<file path="config.mk">
export PLATFORM = sky130hd
export DESIGN_NAME = exec_unit_flat
export DESIGN_NICKNAME = d
export VERILOG_FILES = /design/src/rtl/exec_unit_if.sv /design/src/rtl/exec_unit.sv /design/src/flat_wrapper.sv
export SDC_FILE = /design/constraint.sdc
export NUM_CORES = 1
export LEC_CHECK = 0
export BUFFER_PORTS_ARGS = -buffer_cell sky130_fd_sc_hd__buf_2
export CAP_MARGIN = 10
export CELL_PAD_IN_SITES_DETAIL_PLACEMENT = 1
export CELL_PAD_IN_SITES_GLOBAL_PLACEMENT = 2
export CORE_UTILIZATION = 33
export CTS_CLUSTER_DIAMETER = 30
export DETAILED_ROUTE_END_ITERATION = 16
export PLACE_DENSITY_LB_ADDON = 0.2
export SYNTH_ARGS = -nofsm -noshare
export SYNTH_HDL_FRONTEND = slang
export SYNTH_SLANG_ARGS = --single-unit
</file>
<file path="constraint.sdc">
create_clock -name clk -period 2.1 [get_ports clk]
set_input_delay 0.315 -clock clk [delete_from_list [all_inputs] [get_ports clk]]
set_output_delay 0.315 -clock clk [all_outputs]
set_load 0.01 [all_outputs]
</file>
<file path="src/rtl/exec_unit_if.sv">
// Decode handshake bundle between control_unit (master) and exec_unit (slave).
// Latency: none, wires only.
// Backpressure: dec_ready from the slave; a transfer happens when dec_valid && dec_ready at an edge.
interface exec_unit_if;
  logic       dec_valid;
  logic       dec_ready;
  logic       register;
  logic       operation;
  logic [1:0] number;

  modport master (
    output dec_valid,
    output register,
    output operation,
    output number,
    input  dec_ready
  );

  modport slave (
    input  dec_valid,
    input  register,
    input  operation,
    input  number,
    output dec_ready
  );
endinterface

</file>
<file path="src/rtl/exec_unit.sv">
// Executes decoded LDI/ADDI on a two-entry register file, updates carry/zero, pulses retire.
// Latency: accept at edge N, registers/flags update at edge N+2, retire high the cycle after N+2.
// Backpressure: dec_ready high only in IDLE, so one instruction per 3 cycles.
// Optional build macro EXEC_SATURATE_EN: ADDI saturates at all-ones instead of wrapping.
module exec_unit #(
  parameter int DATA_W = 4,
  parameter int CNT_W  = 8
) (
  input  logic              clk,
  input  logic              rst,
  exec_unit_if.slave        dec,
  output logic [DATA_W-1:0] r0,
  output logic [DATA_W-1:0] r1,
  output logic              carry,
  output logic              zero,
  output logic              retire,
  output logic [CNT_W-1:0]  retire_cnt
);

  typedef enum logic [1:0] {IDLE = 2'd0, EXEC = 2'd1, WB = 2'd2} state_t;

  localparam logic [CNT_W-1:0] CNT_ONE = {{(CNT_W-1){1'b0}}, 1'b1};

  state_t state_q, state_d;

  logic              sel_q, sel_d;
  logic              op_q, op_d;
  logic [1:0]        num_q, num_d;
  logic [DATA_W:0]   res_q, res_d;
  logic [DATA_W-1:0] r0_q, r0_d;
  logic [DATA_W-1:0] r1_q, r1_d;
  logic              carry_q, carry_d;
  logic              zero_q, zero_d;
  logic              retire_q, retire_d;
  logic [CNT_W-1:0]  cnt_q, cnt_d;

  logic [DATA_W-1:0] imm;
  logic [DATA_W-1:0] src;
  logic [DATA_W:0]   sum;
  logic              ready;

  // state register
  always_ff @(posedge clk) begin
    if (rst) state_q <= IDLE;
    else     state_q <= state_d;
  end

  // next-state: accept in IDLE, then EXEC and WB unconditionally
  always_comb begin
    state_d = state_q;
    case (state_q)
      IDLE:    if (dec.dec_valid) state_d = EXEC;
      EXEC:    state_d = WB;
      WB:      state_d = IDLE;
      default: state_d = IDLE;
    endcase
  end

  // outputs and datapath next values, decoded from the current state
  always_comb begin
    ready    = (state_q == IDLE);
    sel_d    = sel_q;
    op_d     = op_q;
    num_d    = num_q;
    res_d    = res_q;
    r0_d     = r0_q;
    r1_d     = r1_q;
    carry_d  = carry_q;
    zero_d   = zero_q;
    retire_d = 1'b0;
    cnt_d    = cnt_q;
    imm      = {{(DATA_W-2){1'b0}}, num_q};
    src      = sel_q ? r1_q : r0_q;
    sum      = {1'b0, src} + {1'b0, imm};
    case (state_q)
      IDLE: begin
        // fields are only sampled on the accepting edge
        if (dec.dec_valid) begin
          sel_d = dec.register;
          op_d  = dec.operation;
          num_d = dec.number;
        end
      end
      EXEC: begin
        if (op_q) begin
`ifdef EXEC_SATURATE_EN
          // clamp to all-ones; the top bit still flags that clamping happened
          res_d = sum[DATA_W] ? {1'b1, {DATA_W{1'b1}}} : sum;
`else
          res_d = sum;
`endif
        end else begin
          res_d = {1'b0, imm};
        end
      end
      WB: begin
        if (sel_q) r1_d = res_q[DATA_W-1:0];
        else       r0_d = res_q[DATA_W-1:0];
        carry_d  = res_q[DATA_W];
        zero_d   = (res_q[DATA_W-1:0] == '0);
        retire_d = 1'b1;
        cnt_d    = cnt_q + CNT_ONE;
      end
      default: ;
    endcase
  end

  // datapath and architectural state registers
  always_ff @(posedge clk) begin
    if (rst) begin
      sel_q    <= 1'b0;
      op_q     <= 1'b0;
      num_q    <= '0;
      res_q    <= '0;
      r0_q     <= '0;
      r1_q     <= '0;
      carry_q  <= 1'b0;
      zero_q   <= 1'b1;
      retire_q <= 1'b0;
      cnt_q    <= '0;
    end else begin
      sel_q    <= sel_d;
      op_q     <= op_d;
      num_q    <= num_d;
      res_q    <= res_d;
      r0_q     <= r0_d;
      r1_q     <= r1_d;
      carry_q  <= carry_d;
      zero_q   <= zero_d;
      retire_q <= retire_d;
      cnt_q    <= cnt_d;
    end
  end

  assign dec.dec_ready = ready;
  assign r0            = r0_q;
  assign r1            = r1_q;
  assign carry         = carry_q;
  assign zero          = zero_q;
  assign retire        = retire_q;
  assign retire_cnt    = cnt_q;

endmodule

</file>
<file path="src/flat_wrapper.sv">
// flat-port wrapper written by rule: the top's interface ports become plain ports
module exec_unit_flat 
#(
  parameter int DATA_W = 4,
  parameter int CNT_W  = 8
)
  (clk, rst, r0, r1, carry, zero, retire, retire_cnt, dec_dec_valid, dec_register, dec_operation, dec_number, dec_dec_ready);
  exec_unit_if dec_i ();
  input  logic clk;
  input  logic rst;
  output logic [DATA_W-1:0] r0;
  output logic [DATA_W-1:0] r1;
  output logic carry;
  output logic zero;
  output logic retire;
  output logic [CNT_W-1:0] retire_cnt;
  input wire logic [$bits(dec_i.dec_valid)-1:0] dec_dec_valid;
  input wire logic [$bits(dec_i.register)-1:0] dec_register;
  input wire logic [$bits(dec_i.operation)-1:0] dec_operation;
  input wire logic [$bits(dec_i.number)-1:0] dec_number;
  output wire logic [$bits(dec_i.dec_ready)-1:0] dec_dec_ready;
  assign dec_i.dec_valid = dec_dec_valid;
  assign dec_i.register = dec_register;
  assign dec_i.operation = dec_operation;
  assign dec_i.number = dec_number;
  assign dec_dec_ready = dec_i.dec_ready;
  exec_unit #(.DATA_W(DATA_W), .CNT_W(CNT_W)) u_core (.clk(clk), .rst(rst), .dec(dec_i), .r0(r0), .r1(r1), .carry(carry), .zero(zero), .retire(retire), .retire_cnt(retire_cnt));
endmodule
</file>
-- Word level (Yosys, flattened, before mapping)
Index checks and enable logic that the tools add are counted.
- register bits: 30
- bits of input ports: 7
- output and inout bits: 20
- word-level logic and storage cells: 27
- add/subtract/negate cells: 2
- eq/ne operators: 3
- multiplexer cells: 5
- bitwise gates (word level): 1
- reduce and logical (&&, ||, !) cells: 5
- operator list (operator ; number):
    $add 8x1->8 const B ; 1
    $reduce_and 2->1 ; 3
    $add 4x2->5 ; 1
    $mux 5 ; 1
    $logic_not 4->1 ; 1
    $mux 4 ; 1
    $pmux 2 s2 ; 1
    $eq 2x1->1 const B ; 1
    $eq 2x2->1 const B ; 1
    $logic_not 2->1 ; 1
    $mux 2 ; 1
    $ne 2x2->1 const B ; 1
    $mux 1 ; 1
    $not 1->1 ; 1

-- Logic depth before layout (Yosys ltp)
- depth in word-level cells: 3
- depth in mapped cells: 6
- depth with buffers taken out: 5

-- Worst setup path after synthesis
OpenSTA, ideal clock, no wires.
- kind: reg2reg
- start: register u_core.sel_q
- end: register u_core.res_q[2]
- arrival: 1.795 ns
- data required time: 1.983 ns
- path slack: 0.188 ns
- stages on the path, launching flop included: 7
- path buffers: 1
- period minus slack after synthesis: 1.912 ns
- cells stage by stage: dfxtp_1 > buf_2 > mux2_2 > ha_1 > fa_1 > xnor2_1 > a32o_1
- word-level cells in the longest chain between the ends: 3
- RTL lines (what ; line ; text):
    start: declaration ; exec_unit.sv:26 ; logic sel_q, sel_d;
    start signal: assignment ; exec_unit.sv:122 ; sel_q <= sel_d;
    $mux 4 ; exec_unit.sv:73 ; src = sel_q ? r1_q : r0_q;
    $add 4x2->5 ; exec_unit.sv:74 ; sum = {1'b0, src} + {1'b0, imm};
    $mux 5 ; exec_unit.sv:85 ; if (op_q) begin
    end signal: assignment ; exec_unit.sv:125 ; res_q <= res_d;
    end: declaration ; exec_unit.sv:29 ; logic [DATA_W:0] res_q, res_d;
Every way passes these cells.
A chain may end at the register's enable or synchronous reset.

-- Worst setup path in the final report
Ends and elaborated chain as after synthesis.

==> results_dict.tcl <==
set metrics [dict create \
    status "complete, no violations" \
    syn2layout_area_growth_pct 22.1 \
    cp.required_ns 2.27 \
    min_path_type "input pin to flip-flop" \
    cp-end-kind "flip-flop" \
    cp_slowest_stage_delay_ns 0.41 \
    clkTransAtPathRegs_ns 0.06 \
    synth_top_area_share_pct 44.4 \
    postCtsSetupBuffers 0 \
    grt_first_pass_wirelength_um 5500 \
    crit_chain "mux2_2 -> ha_1 -> fa_1 -> xnor2_1 -> a32o_1" \
    gr-total-overflow 0 \
    drive_gt1_share_pct 27.2 \
    fin_nets 179 \
    dp.cells 209 \
    critical_path_class "flip-flop to flip-flop" \
    die_h_um 66.0 \
    syn_inst 139 \
    firstDrtPassIters 4 \
    place.gp.congestion 0.807 \
    hold_buffers 0 \
    drt-wirelength-per-cell_um 15.4 \
    met1_usage_pct 20.3 \
    synthArstFlopShare_pct 0 \
    synth_warnings 0 \
    min_period_ns 1.86 \
    busiest_layer "met2" \
    yosysMostFrequentCell "dfxtp_1" \
    ys_top_cells_by_area "dfxtp_1 (44%), mux2i_1 (8.1%), a21oi_1 (4.4%), nor2_1 (4.4%), mux2_2 (3.3%)" \
    drv_cap 0 \
    dr_total_vias 1136 \
    synth_seq_area_share_pct 44.4 \
    syn_avg_cell_area_um2 9.72 \
    ys_ff_latch 30 \
    start_util_pct 35.6 \
    endpoint "u_core.res_q[2]$_SDFFE_PP0N_" \
    clock-sinks 30 \
    grt_use_met2_pct 29.7 \
    r2r-end "u_core.res_q[2]$_SDFFE_PP0N_" \
    clock_latency_ns 0.28 \
    crit_fanout 6 \
    final.setup.tns_ns 0 \
    synth_edf_count 0 \
    finClkSkew_ns 0.00860 \
    grt_max_degree 21 \
    start_kind "flip-flop" \
    routed_via_density 5.24 \
    min_period_over_period_pct 88.4 \
    cts_resized 0 \
    cts-root-buf "clkbuf_8" \
    met3_usage_pct 6.21 \
    fmax_mhz 539 \
    ir_drop_mv 0.476 \
    antenna_found_initial 0 \
    crit_slowest_cell "dfxtp_1" \
    reg2reg_setup_slack_ns 0.24 \
    die_x_um 66.0 \
    fp-row-count 22 \
    reg2reg_depth 5 \
    io_pins 27 \
    ys_types 41 \
    finalNonFillerCells 217 \
    r2r-start "u_core.sel_q$_SDFFE_PP0P_" \
    dp_hpwl_um 2410 \
    setup_viol 0 \
    htree_levels 2 \
    synth_top_area_cell "dfxtp_1" \
    worst_slew_pin_slew_ns 0.603 \
    cp.arrival_ns 2.03 \
    grt_pass1_vias 1126 \
    drc 0 \
    drt_iter0_markers 58 \
    cts_made_buffers 5 \
    dominantRegCellSynth "dfxtp_1" \
    syn_area_um2 1350 \
    wl_um 3330 \
    track_usage_pct 17.7 \
    cts_tree "built" \
    port_buffers 26 \
    slew_headroom_pct 59.7 \
    p_leak_nw 0.722 \
    p_per_area_nw_per_um2 851 \
    utilization_pct 43.4 \
    n_fill_cell 468 \
    cts.path.max_buffers 2 \
    core_um2 3800 \
    total_power_w 0.00140 \
    setup.worst_path.start "u_core.sel_q$_SDFFE_PP0P_" \
    dieArea_um2 4350 \
    synth_commonest_cells "dfxtp_1 (30), nor2_1 (16), a21oi_1 (12), nand2_1 (12), mux2i_1 (11)" \
    rsz0062_at_grt "false" \
    antenna_left 0 \
    syn-num-nets 150 \
    antenna_cells 0 \
    slew_violations 0 \
    hold_viol 0 \
]
-- worst max-delay path: cells and delay by family (launching register included) --
family	cells	cell delay (ns)
multiplexers	1	0.36
AO/OA/AOI/OAI	1	0.21
XOR/XNOR	1	0.15
flip-flops	1	0.41
adder cells (fa/ha/maj)	2	0.61
-- layout make-up --
type                            count  area (um2)  area share (%)
Clock buffer                        6        82.6            5.00
Inverter                            1        3.75           0.227
Sequential cell                    30         601            36.4
Tap cell                           48        60.1            3.64
Timing Repair Buffer               29         153            9.25
Multi-Input combinational cell    101         691            41.8
Clock inverter                      2        60.1            3.64
-- state kept, by name, summed over array words and instances (netlist names) --
register and count:
u_core.retire 1, u_core.retire_cnt 8, u_core.zero 1, u_core.op_q 1
u_core.r1 4, u_core.carry 1, u_core.state_q 2, u_core.sel_q 1
u_core.num_q 2, u_core.r0 4, u_core.res_q 5
-- cells by family (layout without fill, tap and decap cells) --
kind of cell	after synthesis	after routing	share of synthesized area, %
compound gates	26	26	11.8
xor+xnor	3	3	1.94
fa+ha+maj	4	4	4.26
buf+inv	8	38	4.44
flops	30	30	44.4
mux	15	15	11.5
simple gates	53	53	21.7
-- routing by layer --
metal,wire (um),share of wire [%]
met4,56,1.7
met2,1640,49
met3,132,4.0
met5,0,0
met1,1500,45
-- worst min path at each step --
stage	start	end	slack, ns	cells after the start
2_1_floorplan	u_core.res_q[4]$_SDFFE_PP0N_	u_core.carry$_SDFFE_PP0P_	0.43	2
3_3_place_gp	u_core.carry$_SDFFE_PP0P_	u_core.carry$_SDFFE_PP0P_	0.44	2
3_5_place_dp	u_core.carry$_SDFFE_PP0P_	u_core.carry$_SDFFE_PP0P_	0.46	2
4_1_cts	dec_operation	u_core.op_q$_SDFFE_PP0P_	0.26	3
5_1_grt	dec_number[1]	u_core.num_q[1]$_SDFFE_PP0P_	0.30	3
6_report	dec_operation	u_core.op_q$_SDFFE_PP0P_	0.27	3
-- power by group --
part            total, W  internal [W]  switching, W
Sequential      0.000601      0.000582     0.0000187
Combinational  0.0000771     0.0000346     0.0000425
Clock           0.000726      0.000506      0.000221
Total            0.00140       0.00112      0.000282
-- placed cells by master, fill, tap and decap left out, drive strengths merged --
| cell type | count |
|---|---|
| dfxtp | 30 |
| buf | 29 |
| nor2 | 16 |
| nand2 | 12 |
| a21oi | 12 |
| mux2i | 11 |
| o21ai | 6 |
| clkbuf | 6 |
| mux2 | 4 |
| ha | 3 |
| nand3 | 3 |
| xnor2 | 2 |
| nand3b | 2 |
| nand2b | 2 |
| nand4 | 2 |
| o31ai | 2 |
| or4 | 2 |
| nor2b | 2 |
| a211oi | 2 |
| bufinv | 2 |
| nor3b | 2 |
| or3 | 2 |
| and2b | 1 |
| inv | 1 |
| nor4 | 1 |
| and3 | 1 |
| and3b | 1 |
| o2111ai | 1 |
| and4bb | 1 |
| o211a | 1 |
| nor4b | 1 |
| a311o | 1 |
| a32o | 1 |
| and2 | 1 |
| nand4b | 1 |
| xor2 | 1 |
| fa | 1 |
-- per-stage QoR --
step | worst slack, ns | cell area [um2] | hold slack, ns
after global placement | 0.287 | 1510 | 0.443
after CTS | 0.235 | 1650 | 0.264
after floorplan | 0.188 | 1350 | 0.429
after detailed placement | 0.247 | 1510 | 0.459
after global routing | 0.165 | 1650 | 0.298
final | 0.244 | 1650 | 0.273
No activity file was read; power rests on OpenSTA's default activity.
